$ cat config.mk
export PLATFORM = sky130hd
export DESIGN_NAME = serial_adder_n
export DESIGN_NICKNAME = d
export VERILOG_FILES = /design/src/rtl/serial_adder_n.sv
export SDC_FILE = /design/constraint.sdc
export NUM_CORES = 1
export LEC_CHECK = 0
export CAP_MARGIN = 20
export CORE_MARGIN = 2
export CORE_UTILIZATION = 53
export DETAILED_ROUTE_END_ITERATION = 6
export GPL_TIMING_DRIVEN = 0
export PLACE_DENSITY = 0.81
export SLEW_MARGIN = 20
export SYNTH_ARGS = -nofsm -noshare
export SYNTH_HDL_FRONTEND = slang
export SYNTH_SLANG_ARGS = --single-unit
$ cat constraint.sdc
create_clock -name clk_i -period 3.4 [get_ports clk_i]
set_input_delay 0.68 -clock clk_i [delete_from_list [all_inputs] [get_ports clk_i]]
set_output_delay 0.68 -clock clk_i [all_outputs]
set_load 0.03 [all_outputs]
$ cat src/rtl/serial_adder_n.sv
// Bit-serial LSB-first adder: one full-adder slice plus a carry flop.
// Define SERIAL_ADDER_SUB_EN to add the sub_i port (a - b with borrow on carry_o).
module serial_adder_n #(
    parameter int nb_bit = 4
) (
    input  logic              clk_i,
    input  logic              rst_i,
    input  logic              start_i,
`ifdef SERIAL_ADDER_SUB_EN
    input  logic              sub_i,
`endif
    input  logic [nb_bit-1:0] a_i,
    input  logic [nb_bit-1:0] b_i,
    output logic              busy_o,
    output logic              done_o,
    output logic [nb_bit-1:0] sum_o,
    output logic              carry_o
);

    localparam int CW = $clog2(nb_bit + 1);
    localparam logic [CW-1:0] LAST = CW'(nb_bit - 1);

    localparam logic [1:0] IDLE  = 2'd0;
    localparam logic [1:0] SHIFT = 2'd1;
    localparam logic [1:0] DONE  = 2'd2;

    logic [1:0]        state;
    logic [nb_bit-1:0] a_sh;
    logic [nb_bit-1:0] b_sh;
    logic [nb_bit-1:0] r_sh;
    logic              c;
    logic [CW-1:0]     cnt;
    logic              sub_q;

    logic              s;
    logic              c_nxt;
    logic [nb_bit-1:0] r_nxt;
    logic              load_sub;
    logic [nb_bit-1:0] load_b;

`ifdef SERIAL_ADDER_SUB_EN
    assign load_sub = sub_i;
`else
    assign load_sub = 1'b0;
`endif

    // Subtraction adds the one's complement of b with carry-in of one.
    assign load_b = load_sub ? ~b_i : b_i;

    // Full-adder slice on the current LSBs and next result-register value.
    always_comb begin
        s     = a_sh[0] ^ b_sh[0] ^ c;
        c_nxt = (a_sh[0] & b_sh[0]) | (a_sh[0] & c) | (b_sh[0] & c);
        r_nxt = r_sh >> 1;
        r_nxt[nb_bit-1] = s;
    end

    // Control FSM, datapath shift registers and registered outputs.
    always_ff @(posedge clk_i) begin
        if (rst_i) begin
            state   <= IDLE;
            a_sh    <= '0;
            b_sh    <= '0;
            r_sh    <= '0;
            c       <= 1'b0;
            cnt     <= '0;
            sub_q   <= 1'b0;
            busy_o  <= 1'b0;
            done_o  <= 1'b0;
            sum_o   <= '0;
            carry_o <= 1'b0;
        end else begin
            done_o <= 1'b0;
            unique case (state)
                IDLE, DONE: begin
                    if (start_i) begin
                        a_sh   <= a_i;
                        b_sh   <= load_b;
                        r_sh   <= '0;
                        c      <= load_sub;
                        sub_q  <= load_sub;
                        cnt    <= '0;
                        busy_o <= 1'b1;
                        state  <= SHIFT;
                    end else begin
                        busy_o <= 1'b0;
                        state  <= IDLE;
                    end
                end
                SHIFT: begin
                    a_sh <= a_sh >> 1;
                    b_sh <= b_sh >> 1;
                    r_sh <= r_nxt;
                    c    <= c_nxt;
                    cnt  <= cnt + CW'(1);
                    if (cnt == LAST) begin
                        state   <= DONE;
                        busy_o  <= 1'b0;
                        done_o  <= 1'b1;
                        sum_o   <= r_nxt;
                        carry_o <= c_nxt ^ sub_q;
                    end
                end
                default: begin
                    busy_o <= 1'b0;
                    state  <= IDLE;
                end
            endcase
        end
    end

endmodule

# == Word-level counts from Yosys, hierarchy flattened ==
# Cells that the tools add are included.
# classes
addsub,1
eq_ne,5
muxes,17
bitwise,8
n_reduce_logical,6
# op_table
op,count
$pmux W4 S2,3
$mux W4,3
$pmux W3 S2,1
$mux W1,5
$ne A2 B2 Y1 const B,2
$pmux W1 S2,2
$pmux W2 S2,1
$reduce_and A2 Y1,2
$reduce_or A2 Y1,2
$add A3 B1 Y3 const B,1
$and A1 B1 Y1,3
$eq A3 B2 Y1 const B,1
$mux W3,1
$eq A2 B1 Y1 const B,1
$eq A2 B2 Y1 const B,1
$logic_not A2 Y1,1
$mux W2,1
$or A1 B1 Y1,2
$reduce_bool A2 Y1,1
$xor A1 B1 Y1,2
$not A1 Y1,1
# word_totals
ff_bits,25
wordCells,47

# == Depth between registers and ports, before layout ==
# Gate-level depths: netlist of the first run.
# logic_depth
depth_word,4
depth_mapped,5
ltp_nobuf,5

# == Least setup slack after synthesis of the first run ==
# No wires, ideal clock.
# synth_timing
path_type,input port to flip-flop
startpoint,input port start_i
endpoint,register b_sh[0]
setup_time_ps,91
arrival_time_ps,1213
t_required_ps,3309
path_slack_ps,2097
stages,4
n_path_buf,1
path_cell_list,nor2b_1 > buf_2 > nand2_1 > a311oi_1
# synth_via
elab_chain_cells,2
# synth_rtl
item,line_no,text
from (decl),8,"input logic start_i,"
$ne A2 B2 Y1 (no line),n/a,
$reduce_and A2 Y1 (no line),n/a,
to (signal assigned),78,b_sh <= load_b;
to (signal assigned),92,b_sh <= b_sh >> 1;
to (decl),29,logic [nb_bit-1:0] b_sh;
# Every way passes these cells.
# A chain may end at the register's enable or synchronous reset.

==> impl_metrics.yaml, run 1 <==
logic_synthesis:
  synth-seq-cells: 23
  synthCells: 110
  postSynthNetCount: 124
  yosysTopAreaCellShare: 0.489
  synth_top_cell_by_area: "dfxtp_1"
  netlist_top_cells_area: "dfxtp_1, nand2_1, a21oi_1"
  ys_seq_area_frac: 0.489
  syn_area_sq_um: 941
  syn_area_per_cell_sq_um: 8.55
  synth_cell_types: 19
  yosys_warnings: 0
sta:
  setup_tns_ps: 0
  setup_violations: 0
  fin_skew_ps: 1.46
  fin_crit_sh: 0.621
  max_freq_mhz: 474
  hold_viol: 0
  period_needed_ps: 2110
  fin_ws_ps: 1290
  worst_pin_slew_ps: 424
  hold_ws_ps: 463
  rsz0062_at_grt: "false"
  maxSlewViolCount: 0
  relSlewSlack: 0.717
clock_tree:
  cts_tree: "built"
  cts_buffers: 3
  post_cts_buffers: 0
  cts.repair.resized: 0
  clock_latency_ps: 310
  clockRootBuffer: "clkbuf_4"
  clock_path_buffers: 2
  clkTransAtPathRegs_ps: 120
  cts_sinks: 23
  cts.htree.levels: 1
  cts_hold_buf: 0
cells_and_area:
  nets: 146
  final_layout_size_suffix_gt1_frac: 0.0763
  num-fill-cells: 153
  final_util: 0.687
  area_growth_syn_to_layout_pct: 23.3
  fin_cells: 148
  antenna_cells: 0
  stdcell_area_sq_mm: 0.00116
power_and_ir_drop:
  irDropWorstVdd_uv: 257
  clock_power_share: 0.258
  p_per_area_mw_per_mm2: 418
  swShare: 0.257
  finalPower_uw: 484
  p_leak_nw: 0.427
  p_switching_uw: 125
  p_comb_frac: 0.144
  internal_power_uw: 360
  seq_power_share: 0.598
place:
  dp_hpwl_mm: 1.25
  gp_congestion: 0.748
  placed_area_sq_mm: 0.00113
  io_buffers: 17
  place_ws_ps: 1520
  dp_cells: 144
route:
  vias: 794
  drcViolationCount: 0
  drtIter0Drc: 11
  via_per_inst: 5.36
  wl_per_cell_um: 11.6
  drtPass1Iterations: 4
  wl_mm: 1.72
  postRouteAntennaNets: 0
worst_setup_path:
  worstSetupPathType: "reg -> out"
  path_cells: "clkdlybuf4s50_1"
  path_depth: 1
  r2r_cells: 5
  critPathArrivalTime_ps: 1430
  slowest_delay_ps: 700
  cp_top_family: "buffers and inverters"
  path_buf_inv: 1
  cp_max_fo: 6
  cp-start-kind: "flip-flop"
  slowest_stage: "clkdlybuf4s50_1"
  crit_required_ps: 2720
  crit_path_end_kind: "output port"
global_routing:
  grt-ovfl-total: 0
  grt_max_degree: 14
  antenna_found_initial: 0
  grt_pass1_wl_mm: 2.71
  track_usage: 0.184
  grt_pass1_vias: 641
worst_hold_path:
  min_path_cells: 2
  holdCritPathClass: "reg -> reg"
floorplanning:
  num_rows: 15
  pin_count: 18
  die_area_sq_mm: 0.00213
  core_sq_mm: 0.00169
  initial_core_util: 0.557
  die_width_um: 46.1
  die_h_um: 46.1
flow_run:
  drv_cap: 0
run_status:
  status: "completed"
registers in the layout (all words and copies together) (netlist names):
register  cells
done_o        1
state         2
cnt           3
carry_o       1
b_sh          4
a_sh          4
c             1
sum_o         4
r_sh          3
cells in the mapped netlist, drive strengths merged:
cell / instances
nor2b: 1
nor2: 9
nand3b: 1
ha: 2
inv: 1
o21a: 1
buf: 6
nand2: 24
fa: 1
nand2b: 4
and2b: 1
dfxtp: 23
clkbuf: 2
a311oi: 6
a21oi: 14
nand3: 14
power by group through the flow:
stage                     clock [mW]  sequential (mW)  combinational (mW)
final                          0.125            0.289              0.0700
after global routing           0.141            0.291              0.0763
after CTS                      0.125            0.289              0.0702
after detailed placement           0            0.296              0.0697
after global placement             0            0.295              0.0688
after floorplan                    0            0.296              0.0448
routing by layer:
metal / GRT usage / vias to the layer above / wire (um)
met2: 0.269 / 31 / 776
li1: - / 417 / -
met1: 0.244 / 341 / 800
met5: 0 / - / 0
met4: 0.103 / 0 / 38
met3: 0.0471 / 5 / 103
path summary, 6_finish.rpt:
| path | startpoint | to | slack (ps) |
|---|---|---|---|
| hold reg to reg | sum_o[3] | sum_o[3] | 460 |
| hold / removal | sum_o[3] | sum_o[3] | 460 |
| setup / recovery | state[0] | busy_o | 1290 |
| setup reg to reg | cnt[0] | sum_o[0] | 2000 |
kinds of logic after synthesis:
group                      after synthesis  share of synthesized area
and+or+nand+nor                         54                      0.255
adders and majority gates                3                     0.0479
DFF                                     23                      0.489
AOI/OAI and AO/OA                       21                      0.138
buffers and inverters                    9                     0.0691
final cells by class:
cell class	instances	area, sq um	area share
plain buffers	8	61.3	0.0529
repair buffers	17	170	0.147
multi-input cells	78	415	0.358
well taps	17	21.3	0.0183
clock inverters	1	5.00	0.00432
flip-flops and latches	23	460	0.397
inverters	1	3.75	0.00324
clock buffers	3	22.5	0.0194
layout by cell type (no fill, tap or decap):
cell type / instances
clkdlybuf4s50_1: 17
a21oi_1: 14
o21a_1: 1
clkbuf_1: 2
nand2_1: 24
a311oi_1: 6
buf_4: 3
and2b_1: 1
buf_2: 1
buf_6: 1
clkbuf_4: 3
clkinv_2: 1
dfxtp_1: 23
nor2_1: 9
nand2b_1: 4
ha_1: 2
inv_1: 1
nor2b_1: 1
fa_1: 1
buf_8: 1
nand3_1: 14
nand3b_1: 1
(Power assumes the default switching activity.)
==> inputs of run 2 (changes only) <==
CORE_UTILIZATION = 44   (was 53)
PLACE_DENSITY = 0.72   (was 0.81)
clock period = 1.9 ns   (was 3.4 ns; I/O delays follow)
==> run 2 against run 1 <==
  * Final cell count is 6.8% higher
  * Highest routed layer is now met3
  * Clock power up 74%
  * Sequential share of layout area is 0.38 points lower
  * Via count up 1.9%
  * Setup slack worse by 1200 ps
  * Flip-flop and latch count stayed put
  * Die area grew 19%
==> impl_metrics.yaml, run 2 (synthesis gave the netlist of run 1 again) <==
worst_hold_path:
  min_path_cells: 2
  hp-start: "sum_o[1]"
  holdCritPathClass: "reg -> reg"
  min_to: "sum_o[1]"
route:
  vias: 809
  highest_layer: "met3"
  via_per_inst: 5.12
  met2_length_um: 948
  drtPass1Iterations: 4
  postRouteAntennaNets: 0
  drtIter0Drc: 24
  drcViolationCount: 0
  wl_per_cell_um: 11.9
  wl_mm: 1.88
  m1WireLength_um: 844
  wl_met3_um: 82
clock_tree:
  cts_tree: "built"
  cts.repair.resized: 0
  clkTransAtPathRegs_ps: 120
  clockRootBuffer: "clkbuf_4"
  clock_latency_ps: 300
  cts_hold_buf: 0
  clock_path_buffers: 2
  post_cts_buffers: 0
  cts_sinks: 23
  cts_buffers: 3
  cts.htree.levels: 1
worst_setup_path:
  path_cells: "clkdlybuf4s50_1"
  r2r_cells: 5
  r2r-start: "cnt[0]"
  slowest_delay_ps: 710
  critPathArrivalTime_ps: 1430
  cp-start-kind: "flip-flop"
  crit_path_end_kind: "output port"
  worstSetupPathType: "reg -> out"
  slowest_stage: "clkdlybuf4s50_1"
  timing.rr.end: "sum_o[3]"
  cp_max_fo: 6
  crit_required_ps: 1520
  cp_top_family: "buffers and inverters"
  path_buf_inv: 1
  reg2reg_slack_ps: 410
sta:
  setup_tns_ps: 0
  hold_ws_ps: 462
  max_freq_mhz: 552
  fin_crit_sh: 0.954
  fin_skew_ps: 7.92
  setup_violations: 0
  relSlewSlack: 0.694
  worst_pin_slew_ps: 458
  maxSlewViolCount: 0
  period_needed_ps: 1810
  fin_ws_ps: 87.5
  hold_viol: 0
  rsz0062_at_grt: "false"
power_and_ir_drop:
  p_comb_frac: 0.147
  internal_power_uw: 647
  clock_power_share: 0.252
  irDropWorstVdd_uv: 372
  p_per_area_mw_per_mm2: 736
  swShare: 0.250
  seq_power_share: 0.600
  p_switching_uw: 216
  p_leak_nw: 0.424
floorplanning:
  die_width_um: 50.2
  die_h_um: 50.2
  pin_count: 18
  num_rows: 16
  die_area_sq_mm: 0.00252
  initial_core_util: 0.475
  core_sq_mm: 0.00198
global_routing:
  track_usage: 0.164
  antenna_found_initial: 0
  grt-ovfl-total: 0
  grt_pass1_wl_mm: 3.16
  grt_pass1_vias: 735
  grt_max_degree: 13
place:
  dp_hpwl_mm: 1.37
  place_ws_ps: 259
  io_buffers: 17
  gp_congestion: 0.726
cells_and_area:
  final_cell_mix: "nand2_1, dfxtp_1, clkdlybuf4s50_1"
  layout_commonest_cell: "nand2_1"
  reg_top3: "a_sh: 4 flops, b_sh: 4 flops, sum_o: 4 flops"
  area_growth_syn_to_layout_pct: 24.5
  nets: 146
  final_layout_size_suffix_gt1_frac: 0.0687
  antenna_cells: 0
run_status:
  status: "completed"
flow_run:
  drv_cap: 0
[run 2: changes by cell type in the layout (fill, tap and decap cells not counted)]
cell      change
clkbuf_1      +1
clkinv_2      -1
[run 2: tightest hold or removal path, cell delays in order (launching register included)]
cell     delay [ps]
dfxtp_1         320
nand2_1          50
a21oi_1          50
[run 2: final cells by class]
| type | count | area, sq um |
|---|---|---|
| Multi-Input combinational cell | 78 | 415 |
| Sequential cell | 23 | 460 |
| Tap cell | 27 | 33.8 |
| Inverter | 1 | 3.75 |
| Timing Repair Buffer | 17 | 170 |
| Clock buffer | 4 | 26.3 |
| Buffer | 8 | 61.3 |
| Fill cell | 170 | 811 |
[run 2: worst max path at each step]
stage | start | to | slack, ps | cells after the start
finish | state[0] | busy_o | 90 | 1
global route | state[0] | busy_o | 3 | 1
CTS | state[0] | busy_o | 70 | 1
detailed placement | start_i | b_sh[0] | 260 | 5
global placement | start_i | b_sh[2] | 340 | 5
floorplan | state[0] | state[0] | 710 | 5
[run 2: per-layer routing]
layer	GRT usage	vias to the layer above
met5	0	-
met4	0.0556	0
met3	0.0268	0
met2	0.300	21
met1	0.190	369
li1	-	419
[run 2: through the flow]
step | utilization | total power [mW] | cell area [sq um] | cells
floorplan | - | 0.609 | 941 | 110
global route | 0.591 | 0.917 | 1170 | 158
finish | 0.591 | 0.862 | 1170 | 158
detailed placement | 0.578 | 0.656 | 1140 | 154
global placement | 0.578 | 0.652 | 1140 | 154
CTS | 0.591 | 0.870 | 1170 | 158
[run 2: power groups by stage]
stage / registers (mW) / clock network (mW) / logic, mW
finish: 0.518 / 0.218 / 0.127
detailed placement: 0.529 / 0 / 0.128
floorplan: 0.529 / 0 / 0.0801
CTS: 0.518 / 0.225 / 0.128
global placement: 0.528 / 0 / 0.125
global route: 0.521 / 0.254 / 0.142
==> inputs of run 3 (changes only) <==
PLACE_DENSITY = 0.79   (was 0.72)
==> run 3 against run 2 <==
  * Clock-buffer cell count unchanged
  * Utilization is the same
  * Sequential share of layout area did not move
  * Highest routed layer is now met4
  * Setup slack improved by 17 ps
  * Power fell by 0.42%
  * Non-clock buffer count did not move
  * Critical endpoint unchanged
  * Routed wire length is 3.0% lower
  * Largest power group unchanged
  * Sequential power hardly changed
  * Hold slack better by 6.2 ps
==> impl_metrics.yaml, run 3 (synthesis gave the netlist of run 1 again) <==
place:
  dp_hpwl_mm: 1.37
  gp_congestion: 0.780
  place_ws_ps: 311
  io_buffers: 17
worst_setup_path:
  crit_required_ps: 1520
  slowest_delay_ps: 700
  cp_max_fo: 6
  cp_top_family: "buffers and inverters"
  critPathArrivalTime_ps: 1420
  cp-start-kind: "flip-flop"
  reg2reg_slack_ps: 410
  slowest_stage: "clkdlybuf4s50_1"
  worstSetupPathType: "reg -> out"
  crit_path_end_kind: "output port"
  path_cells: "clkdlybuf4s50_1"
  path_buf_inv: 1
sta:
  hold_viol: 0
  period_needed_ps: 1800
  setup_violations: 0
  max_freq_mhz: 557
  maxSlewViolCount: 0
  fin_skew_ps: 3.49
  worst_pin_slew_ps: 470
  rsz0062_at_grt: "false"
  relSlewSlack: 0.687
  fin_crit_sh: 0.945
  setup_tns_ps: 0
  fin_ws_ps: 104
clock_tree:
  cts.repair.resized: 0
  post_cts_buffers: 0
  cts_sinks: 23
  cts_tree: "built"
  cts_hold_buf: 0
  clkTransAtPathRegs_ps: 120
  clock_latency_ps: 300
  cts_buffers: 3
  clock_path_buffers: 2
  cts.htree.levels: 1
  clockRootBuffer: "clkbuf_4"
cells_and_area:
  final_cell_mix: "nand2_1, dfxtp_1, clkdlybuf4s50_1"
  final_util: 0.591
  nets: 146
  reg_top3: "a_sh: 4 flops, b_sh: 4 flops, sum_o: 4 flops"
  area_growth_syn_to_layout_pct: 24.5
  layout_commonest_cell: "nand2_1"
  final_layout_size_suffix_gt1_frac: 0.0687
  antenna_cells: 0
global_routing:
  grt_pass1_vias: 729
  met1_usage: 0.196
  top_usage_layer: "met2"
  grt-ovfl-total: 0
  antenna_found_initial: 0
  track_usage: 0.160
  grt_pass1_wl_mm: 3.08
  grt_max_degree: 13
  grt_use_met3: 0.0268
  use_met2: 0.281
floorplanning:
  num_rows: 16
  initial_core_util: 0.475
  die_area_sq_mm: 0.00252
  core_sq_mm: 0.00198
  die_width_um: 50.2
  die_h_um: 50.2
  pin_count: 18
route:
  drtIter0Drc: 23
  vias: 804
  postRouteAntennaNets: 0
  wl_mm: 1.82
  via_per_inst: 5.09
  drtPass1Iterations: 4
  drcViolationCount: 0
  wl_per_cell_um: 11.5
power_and_ir_drop:
  p_leak_nw: 0.424
  p_per_area_mw_per_mm2: 733
  irDropWorstVdd_uv: 453
run_status:
  status: "completed"
worst_hold_path:
  holdCritPathClass: "reg -> reg"
flow_run:
  drv_cap: 0
## run 3: cell counts in the layout (fill, tap and decap cells not counted)
Identical to the previous run, type by type.
## run 3: path summary, 6_finish.rpt
check             endpoint     start  depth (start not counted)
hold reg to reg   sum_o[0]  sum_o[0]                          2
setup / recovery    busy_o  state[0]                          1
hold / removal    sum_o[0]  sum_o[0]                          2
setup reg to reg  sum_o[3]    cnt[0]                          5
## run 3: per-stage QoR
step	hold slack [ps]	power, mW	cells	cell area, sq um
after floorplan	444	0.609	110	941
after global placement	443	0.650	154	1140
after detailed placement	454	0.654	154	1140
after CTS	471	0.870	158	1170
after global routing	499	0.902	158	1170
final	468	0.859	158	1170
## run 3: where the power goes
group / internal (mW) / switching [mW]
registers: 0.504 / 0.0135
clock network: 0.0818 / 0.135
logic: 0.0614 / 0.0635
total: 0.647 / 0.212
## run 3: cell type report
class | count | area (sq um)
Buffer | 8 | 61.3
Clock buffer | 4 | 26.3
Fill cell | 178 | 811
Inverter | 1 | 3.75
Multi-Input combinational cell | 78 | 415
Sequential cell | 23 | 460
Tap cell | 27 | 33.8
Timing Repair Buffer | 17 | 170
## run 3: worst min-delay path: stages, from the launching register on
cell,delay (ps)
dfxtp_1,330
nand2_1,50
a21oi_1,50
## run 3: layer usage
layer,up-vias,share of wire
met5,-,0
met4,0,0.0060
met3,2,0.042
met2,23,0.52
met1,363,0.43
li1,416,-
